**config.mk**
```make
export PLATFORM = sky130hd
export DESIGN_NAME = uart_frame_loader
export DESIGN_NICKNAME = d
export VERILOG_FILES = /design/src/rtl/uart_frame_loader_pkg.sv /design/src/rtl/uart_rx.sv /design/src/rtl/uart_frame_loader.sv
export SDC_FILE = /design/constraint.sdc
export NUM_CORES = 1
export LEC_CHECK = 0
export CAP_MARGIN = 5
export CORE_MARGIN = 8
export CORE_UTILIZATION = 64
export DETAILED_ROUTE_END_ITERATION = 10
export PLACE_DENSITY = 0.85
export SLEW_MARGIN = 20
export SYNTH_ARGS = -nofsm -noshare
export SYNTH_HDL_FRONTEND = slang
export SYNTH_HIERARCHICAL = 1
export SYNTH_SLANG_ARGS = --single-unit
```
**constraint.sdc**
```tcl
create_clock -name clk -period 5.7 [get_ports clk]
set_clock_uncertainty 0.15 [all_clocks]
set_input_delay 0.57 -clock clk [delete_from_list [all_inputs] [get_ports clk]]
set_output_delay 0.57 -clock clk [all_outputs]
set_load 0.01 [all_outputs]
```
**src/rtl/uart_frame_loader_pkg.sv**
```systemverilog
// Shared constants and state encodings for the UART frame loader.
// SYNC_HEADER_EN adds the SYNC0/SYNC1 header-hunting states.
package uart_frame_loader_pkg;

  localparam int unsigned ADDR_W     = 17;
  localparam int unsigned FRAME_SIZE = 320 * 240;
  localparam logic [7:0]  SYNC0_BYTE = 8'hA5;
  localparam logic [7:0]  SYNC1_BYTE = 8'h5A;

  typedef enum logic [1:0] {
    RX_IDLE  = 2'd0,
    RX_START = 2'd1,
    RX_DATA  = 2'd2,
    RX_STOP  = 2'd3
  } rx_state_e;

`ifdef SYNC_HEADER_EN
  typedef enum logic [2:0] {
    LD_IDLE  = 3'd0,
    LD_LOAD  = 3'd1,
    LD_DONE  = 3'd2,
    LD_SYNC0 = 3'd3,
    LD_SYNC1 = 3'd4
  } ld_state_e;
`else
  typedef enum logic [1:0] {
    LD_IDLE = 2'd0,
    LD_LOAD = 2'd1,
    LD_DONE = 2'd2
  } ld_state_e;
`endif

endpackage

```
**src/rtl/uart_rx.sv**
```systemverilog
// 8N1 UART receiver with input synchroniser, mid-bit sampling and start-glitch rejection.
module uart_rx
  import uart_frame_loader_pkg::*;
#(
  parameter int unsigned CLK_FREQ  = 25000000,
  parameter int unsigned BAUD_RATE = 115200
) (
  input  logic       clk,
  input  logic       reset,
  input  logic       rx,
  output logic [7:0] data,
  output logic       valid,
  output logic       framing_err
);

  localparam int unsigned BIT_CYC  = CLK_FREQ / BAUD_RATE;
  localparam int unsigned HALF_CYC = BIT_CYC / 2;
  localparam int unsigned CNT_W    = $clog2(BIT_CYC + 1);

  logic [1:0]       sync_q, sync_d;
  logic             prev_q, prev_d;
  rx_state_e        st_q, st_d;
  logic [CNT_W-1:0] cnt_q, cnt_d;
  logic [2:0]       bit_q, bit_d;
  logic [7:0]       sh_q, sh_d;
  logic [7:0]       data_q, data_d;
  logic             valid_q, valid_d;
  logic             ferr_q, ferr_d;
  logic             rx_s;
  logic             bit_end;

  assign rx_s    = sync_q[1];
  assign bit_end = (cnt_q == CNT_W'(BIT_CYC - 1));

  always_comb begin
    sync_d  = {sync_q[0], rx};
    prev_d  = rx_s;
    st_d    = st_q;
    cnt_d   = CNT_W'(cnt_q + CNT_W'(1));
    bit_d   = bit_q;
    sh_d    = sh_q;
    data_d  = data_q;
    valid_d = 1'b0;
    ferr_d  = 1'b0;
    case (st_q)
      RX_IDLE: begin
        cnt_d = '0;
        // Falling edge only: a line stuck low after a bad stop bit cannot retrigger.
        if (prev_q && !rx_s) st_d = RX_START;
      end
      RX_START: begin
        if (cnt_q == CNT_W'(HALF_CYC - 1)) begin
          cnt_d = '0;
          bit_d = 3'd0;
          st_d  = rx_s ? RX_IDLE : RX_DATA;
        end
      end
      RX_DATA: begin
        if (bit_end) begin
          cnt_d = '0;
          sh_d  = {rx_s, sh_q[7:1]};
          bit_d = 3'(bit_q + 3'd1);
          if (bit_q == 3'd7) st_d = RX_STOP;
        end
      end
      RX_STOP: begin
        if (bit_end) begin
          cnt_d = '0;
          st_d  = RX_IDLE;
          if (rx_s) begin
            data_d  = sh_q;
            valid_d = 1'b1;
          end else begin
            ferr_d = 1'b1;
          end
        end
      end
      default: st_d = RX_IDLE;
    endcase
  end

  always_ff @(posedge clk or posedge reset) begin
    if (reset) begin
      sync_q  <= 2'b11;
      prev_q  <= 1'b1;
      st_q    <= RX_IDLE;
      cnt_q   <= '0;
      bit_q   <= 3'd0;
      sh_q    <= 8'd0;
      data_q  <= 8'd0;
      valid_q <= 1'b0;
      ferr_q  <= 1'b0;
    end else begin
      sync_q  <= sync_d;
      prev_q  <= prev_d;
      st_q    <= st_d;
      cnt_q   <= cnt_d;
      bit_q   <= bit_d;
      sh_q    <= sh_d;
      data_q  <= data_d;
      valid_q <= valid_d;
      ferr_q  <= ferr_d;
    end
  end

  assign data        = data_q;
  assign valid       = valid_q;
  assign framing_err = ferr_q;

endmodule

```
**src/rtl/uart_frame_loader.sv**
```systemverilog
// Streams UART bytes into a frame buffer in raster order, SRC_W x SRC_H pixels.
// Define SYNC_HEADER_EN to require a 0xA5 0x5A header before pixel 0.
module uart_frame_loader
  import uart_frame_loader_pkg::*;
#(
  parameter int unsigned CLK_FREQ  = 25000000,
  parameter int unsigned BAUD_RATE = 115200,
  parameter int unsigned SRC_W     = 320,
  parameter int unsigned SRC_H     = 240
) (
  input  logic              clk,
  input  logic              reset,
  input  logic              rx,
  input  logic              load_start,
  output logic              mem_we,
  output logic [ADDR_W-1:0] mem_addr,
  output logic [7:0]        mem_din,
  output logic              frame_ready,
  output logic              busy,
  output logic              framing_err
);

  localparam logic [ADDR_W-1:0] X_LAST = ADDR_W'(SRC_W - 1);
  localparam logic [ADDR_W-1:0] Y_LAST = ADDR_W'(SRC_H - 1);
  localparam logic [ADDR_W-1:0] ROW_STEP = ADDR_W'(SRC_W);
`ifdef SYNC_HEADER_EN
  localparam ld_state_e ST_ARM = LD_SYNC0;
`else
  localparam ld_state_e ST_ARM = LD_IDLE;
`endif

  logic [7:0] byte_data;
  logic       byte_valid;

  uart_rx #(
    .CLK_FREQ  (CLK_FREQ),
    .BAUD_RATE (BAUD_RATE)
  ) u_rx (
    .clk         (clk),
    .reset       (reset),
    .rx          (rx),
    .data        (byte_data),
    .valid       (byte_valid),
    .framing_err (framing_err)
  );

  ld_state_e         st_q, st_d;
  logic [ADDR_W-1:0] x_q, x_d;
  logic [ADDR_W-1:0] y_q, y_d;
  logic [ADDR_W-1:0] row_q, row_d;
  logic              we_q, we_d;
  logic [ADDR_W-1:0] addr_q, addr_d;
  logic [7:0]        din_q, din_d;
  logic              ready_q, ready_d;
  logic              busy_q, busy_d;

  always_comb begin
    st_d    = st_q;
    x_d     = x_q;
    y_d     = y_q;
    row_d   = row_q;
    we_d    = 1'b0;
    addr_d  = addr_q;
    din_d   = din_q;
    ready_d = ready_q;
    if (load_start) begin
      st_d    = ST_ARM;
      x_d     = '0;
      y_d     = '0;
      row_d   = '0;
      ready_d = 1'b0;
    end else if (byte_valid) begin
      case (st_q)
        LD_IDLE, LD_LOAD: begin
          we_d   = 1'b1;
          din_d  = byte_data;
          // row_q tracks y*SRC_W so no multiplier is needed.
          addr_d = ADDR_W'(row_q + x_q);
          st_d   = LD_LOAD;
          if (x_q == X_LAST) begin
            x_d = '0;
            if (y_q == Y_LAST) begin
              st_d    = LD_DONE;
              ready_d = 1'b1;
            end else begin
              y_d   = ADDR_W'(y_q + ADDR_W'(1));
              row_d = ADDR_W'(row_q + ROW_STEP);
            end
          end else begin
            x_d = ADDR_W'(x_q + ADDR_W'(1));
          end
        end
`ifdef SYNC_HEADER_EN
        LD_SYNC0: st_d = (byte_data == SYNC0_BYTE) ? LD_SYNC1 : LD_SYNC0;
        LD_SYNC1: begin
          if (byte_data == SYNC1_BYTE)      st_d = LD_LOAD;
          else if (byte_data == SYNC0_BYTE) st_d = LD_SYNC1;
          else                              st_d = LD_SYNC0;
        end
`endif
        LD_DONE: st_d = LD_DONE;
        default: st_d = ST_ARM;
      endcase
    end
    busy_d = (st_d == LD_LOAD);
  end

  always_ff @(posedge clk or posedge reset) begin
    if (reset) begin
      st_q    <= ST_ARM;
      x_q     <= '0;
      y_q     <= '0;
      row_q   <= '0;
      we_q    <= 1'b0;
      addr_q  <= '0;
      din_q   <= 8'd0;
      ready_q <= 1'b0;
      busy_q  <= 1'b0;
    end else begin
      st_q    <= st_d;
      x_q     <= x_d;
      y_q     <= y_d;
      row_q   <= row_d;
      we_q    <= we_d;
      addr_q  <= addr_d;
      din_q   <= din_d;
      ready_q <= ready_d;
      busy_q  <= busy_d;
    end
  end

  assign mem_we      = we_q;
  assign mem_addr    = addr_q;
  assign mem_din     = din_q;
  assign frame_ready = ready_q;
  assign busy        = busy_q;

endmodule

```
Yosys cells after proc, flatten, opt, wreduce, memory -nomap -nowiden

Cells that the tools add are included.

Bitwise operators: 1
Equal/unequal tests: 17
Multiplexer cells: 46
Reductions and logical operators: 19
Add/sub/neg operators: 6

Operator list:

| cell                                                                     | count |
|---|---|
| 17-bit two-way mux                                                       | 14 |
| 17-bit by 1-bit adder with 17-bit output (second input constant)         | 2 |
| 8-bit case mux with 3 select lines                                       | 1 |
| 2-bit two-way mux                                                        | 10 |
| 17-bit adder                                                             | 1 |
| 17-bit by 9-bit adder with 17-bit output (second input constant)         | 1 |
| 17-bit by 8-bit == test with 1-bit output (second input constant)        | 1 |
| 17-bit by 9-bit == test with 1-bit output (second input constant)        | 1 |
| 8-bit two-way mux                                                        | 2 |
| 1-bit two-way mux                                                        | 14 |
| 2-bit by 1-bit inequality test with 1-bit output (second input constant) | 5 |
| 2-bit nonzero test                                                       | 5 |
| 3-bit AND reduction                                                      | 3 |
| 8-bit by 1-bit adder with 8-bit output (second input constant)           | 1 |
| 8-bit by 7-bit == test with 1-bit output (second input constant)         | 1 |
| 8-bit == test (second input constant)                                    | 1 |
| 2-bit case mux with 4 select lines                                       | 1 |
| 4-bit AND reduction                                                      | 2 |
| 2-bit by 1-bit == test with 1-bit output (second input constant)         | 3 |
| 2-bit == test (second input constant)                                    | 3 |
| 3-bit two-way mux                                                        | 2 |
| 3-bit case mux with 2 select lines                                       | 1 |
| 5-bit AND reduction                                                      | 1 |
| 2-bit zero test                                                          | 2 |
| 9 further kinds                                                          | 11 |

Register bits after elaboration: 115
Word-level logic and storage cells: 107
Input bits: 4

Logic depth before layout (Yosys ltp)

Depth after elaboration: 7
Gate-level depth with buffers: 8
Mapped depth without buffers: 6

Hierarchy

Netlist, hierarchy kept.

Modules (own cells, without submodules):

| module            | instances | area each (um^2) | cells an instance | seq. area each (um^2) |
|---|---|---|---|---|
| uart_frame_loader | 1         | 3940.0           | 427               | 1876.8 |
| uart_rx           | 1         | 1475.2           | 114               | 854.6 |

Least setup slack after synthesis

Ideal clock, no wire load.

Path type: reg-to-reg
Start point: reg x_q[13]
End point: reg y_q[11]
Cell stages (with the launch flop): 6
Arrival: 2.390 ns
Library setup time: 0.078 ns
Required time: 5.472 ns
Buffers on the path: 0
Setup slack: 3.082 ns
Period minus slack after synthesis: 2.618 ns
Cells stage by stage: dfrtp_1 -> or4_4 -> or4_4 -> or3_4 -> or4_1 -> a21oi_1

Cells in the longest elaborated chain, start to end: 3

RTL lines:

| item                                      | line                     | RTL |
|---|---|---|
| start: declaration                        | uart_frame_loader.sv:48  | `logic [ADDR_W-1:0] x_q, x_d;` |
| start signal: assignment                  | uart_frame_loader.sv:111 | `x_q <= '0;` |
| start signal: assignment                  | uart_frame_loader.sv:121 | `x_q <= x_d;` |
| 17-bit by 9-bit == test with 1-bit output | uart_frame_loader.sv:80  | `if (x_q == X_LAST) begin` |
| 2-bit nonzero test (no line)              | --                       |  |
| 4-bit AND reduction (no line)             | --                       |  |
| end signal: assignment                    | uart_frame_loader.sv:122 | `y_q <= y_d;` |
| end: declaration                          | uart_frame_loader.sv:49  | `logic [ADDR_W-1:0] y_q, y_d;` |

No other way between the ends.
A chain may end at the register's enable or synchronous reset.

Worst setup path in the final report

Start point: reg x_q[13]
End point: reg row_q[15]

Cells in the longest elaborated chain, start to end: 3

RTL lines:

| item                                      | line                     | RTL |
|---|---|---|
| 17-bit by 9-bit == test with 1-bit output | uart_frame_loader.sv:80  |  |
| 2-bit nonzero test (no line)              | --                       |  |
| 4-bit AND reduction (no line)             | --                       |  |
| end signal: assignment                    | uart_frame_loader.sv:123 | `row_q <= row_d;` |
| end: declaration                          | uart_frame_loader.sv:50  | `logic [ADDR_W-1:0] row_q, row_d;` |

No other way between the ends.

==> impl_metrics.env <==
export IMPL_status="complete, no violations"
export IMPL_port_buffers=32
export IMPL_antenna_found_initial=0
export IMPL_gr_usage_all_layers_pct=19.5
export IMPL_drv_slew=0
export IMPL_path_buf_inv=1
export IMPL_grt_max_degree=76
export IMPL_hold_class="flop to flop"
export IMPL_syn_nets=562
export IMPL_num_antenna_cells=0
export IMPL_setup_violations=0
export IMPL_drtPass1Iterations=5
export IMPL_min_to="u_rx/sync_q[1]$_DFF_PP1_"
export IMPL_dp_cells=664
export IMPL_grt_remaining_overflow=0
export IMPL_hold_slack_ns=0.223
export IMPL_power_mw=1.41
export IMPL_post_place_ws_ns=2.55
export IMPL_max_cap_violations=0
export IMPL_layout_commonest_cell="dfrtp_1"
export IMPL_path_max_fanout=32
export IMPL_hold_path_depth=0
export IMPL_fin_tns_setup_ns=0
export IMPL_synthesis_area_sq_mm=0.00542
export IMPL_viasPerCell=6.06
export IMPL_wl_mm=11.0
export IMPL_numCtsBuffers=9
export IMPL_layout_setup_ws_ns=2.75
export IMPL_end_kind="flop"
export IMPL_post_route_min_period_ns=2.95
export IMPL_htree_levels=3
export IMPL_core_area_sq_mm=0.00822
export IMPL_ir_drop_uv=253
export IMPL_grt_pass1_wl_mm=18.5
export IMPL_drive_gt1_share_pct=10.8
export IMPL_final_core_utilization_pct=73.5
export IMPL_cts_root_buffer="clkbuf_8"
export IMPL_crit_slowest_cell="or4b_2"
export IMPL_ys_ff_latch=109
export IMPL_max_freq_ghz=0.339
export IMPL_start_util_pct=65.9
export IMPL_rows=33
export IMPL_drt_iter0_drc=205
export IMPL_postCtsHoldBufs=0
export IMPL_min_from="u_rx/sync_q[0]$_DFF_PP1_"
export IMPL_num_vias=4120
export IMPL_wl_met1_mm=4.64
export IMPL_clkLatencyLatePin_ns=0.38
export IMPL_crit_chain="or4_4, nor4_2, o211ai_1, buf_4, or4b_2, a21oi_1"
export IMPL_globalplace_congestion=0.829
export IMPL_met3_length_microns=408
export IMPL_grt_pass1_vias=3989
export IMPL_cts_resized=0
export IMPL_wl_met2_mm=5.65
export IMPL_drc=0
export IMPL_yosysWarnings=6
export IMPL_post_drt_wl_per_cell_microns=16.1
export IMPL_pin_count=33
export IMPL_slew_headroom_pct=38.0
export IMPL_cp_top_family="simple AND/OR/NAND/NOR gates"
export IMPL_worstReg2RegEnd="row_q[15]$_DFFE_PP0P_"
export IMPL_cpPeakStageDelay_ns=0.66
export IMPL_leakage_nw=2.75
export IMPL_final_cell_mix="106 x dfrtp_1, 82 x nand2_1, 48 x nor2_1"
export IMPL_syn_inst=541
export IMPL_die_w_microns=108
export IMPL_die_y_microns=108
export IMPL_required_ns=5.86
export IMPL_die_area_sq_mm=0.0117
export IMPL_clkSlewWorstSetupHoldPaths_ns=0.12
export IMPL_r2r_cells=6
export IMPL_hpwl_mm=7.90
export IMPL_area_delta_synth_final_pct=11.5
export IMPL_stdcell_count=680
export IMPL_final_cell_area_sq_mm=0.00604
export IMPL_rr_startpoint="x_q[13]$_DFFE_PP0P_"
export IMPL_synth_seq_area_share_pct=50.4
export IMPL_r2r_setup_slack_ns=2.75
export IMPL_rsz0062_at_grt="no"
export IMPL_cts_sinks=109
export IMPL_synth_cell_types=63
export IMPL_cts_tree="done"
export IMPL_finalNetCount=591
export IMPL_synth_avg_cell_area_sq_um=10.0
export IMPL_crit_arrival_ns=3.11
export IMPL_drtAntennaViolNets=0
export IMPL_worst_slew_pin_slew_ns=0.931
export IMPL_routed_top_layer="met4"
export IMPL_startpoint_type="flop"
export IMPL_synth_edff_count=0
export IMPL_power_density_mw_per_mm2=234
export IMPL_critPathKind="flop to flop"
export IMPL_dpl_cell_area_sq_mm=0.00582
export IMPL_clock_path_buffers=2
export IMPL_ys_flop_type="dfrtp_1"
export IMPL_cts_setup_buffers=0
export IMPL_postSynth_asyncResetShare_pct=100
export IMPL_finalHoldViolCount=0
export IMPL_period_share_pct=51.8
-- worst max-delay path by stage --
stage | cells past startpoint | endpoint | from | slack (ns)
floorplan | 1 | busy$_DFF_PP0_ | reset | 3.07
global placement | 8 | x_q[15]$_DFFE_PP0P_ | load_start | 2.70
detailed placement | 8 | x_q[15]$_DFFE_PP0P_ | load_start | 2.55
CTS | 6 | row_q[15]$_DFFE_PP0P_ | x_q[13]$_DFFE_PP0P_ | 2.78
global route | 6 | row_q[15]$_DFFE_PP0P_ | x_q[13]$_DFFE_PP0P_ | 2.59
finish | 6 | row_q[15]$_DFFE_PP0P_ | x_q[13]$_DFFE_PP0P_ | 2.75
-- report_power, final --
group          leakage (nW)  switching (mW)  internal [mW]
combinational          1.14          0.0566         0.0402
sequential             1.50          0.0310          0.800
clock                 0.108           0.302          0.182
-- Yosys cell counts (2+ instances only) --
cell,count,share of area (%)
clkbuf_1,15,1.0
o41ai_1,7,1.1
xnor2_1,12,1.9
o311ai_0,5,0.81
or4_4,2,0.42
a21o_1,4,0.55
a22o_1,2,0.32
or3_1,6,0.69
o31ai_1,5,0.69
buf_1,2,0.14
inv_1,16,1.1
o21ai_0,22,2.0
dfrtp_1,106,49
mux2_2,12,2.5
a21oi_1,20,1.8
nor2b_1,6,0.69
nand2_1,82,5.7
buf_6,2,0.42
o211ai_1,10,1.4
nand2b_1,2,0.23
nand4_1,10,1.2
mux2i_1,2,0.37
a211oi_1,2,0.28
xor2_1,17,2.7
nor3_1,8,0.74
nor2_1,48,3.3
nand3_1,23,2.1
o21a_1,2,0.28
dfstp_2,3,1.5
nor4_1,9,1.0
or4_1,9,1.2
ha_1,17,3.9
a31oi_1,5,0.58
mux2_4,8,2.2
and3_1,5,0.58
or2_2,8,0.92
-- registers in the layout, indices dropped and copies added, names as in the netlist, 2 cells and up --
register	count
mem_addr	17
x_q	17
y_q	17
row_q	11
mem_din	8
u_rx/cnt_q	8
u_rx/data	8
u_rx/sh_q	8
u_rx/bit_q	3
st_q	2
u_rx/st_q	2
u_rx/sync_q	2
-- metal layers --
layer	vias up	track usage, %
li1	1997	-
met1	2002	23.4
met2	99	33.9
met3	22	2.32
met4	0	9.32
met5	-	0
-- cell families after synthesis --
logic type	Yosys count	synth area share, %
DFF	109	50.4
and+or+nand+nor	234	21.7
adders and majority gates	17	3.93
buffers and inverters	36	2.80
AOI/OAI and AO/OA	94	11.4
xor gates and xnor gates	29	4.69
muxes	22	5.08
-- area by class of cell --
type / instances / area, sq um
Sequential cell: 109 / 2730
Clock inverter: 7 / 93.8
Timing Repair Buffer: 38 / 365
Inverter: 16 / 60.1
Fill cell: 576 / 2180
Multi-Input combinational cell: 396 / 2530
Clock buffer: 9 / 124
Tap cell: 105 / 131
Power figures use the tool's default switching activity.
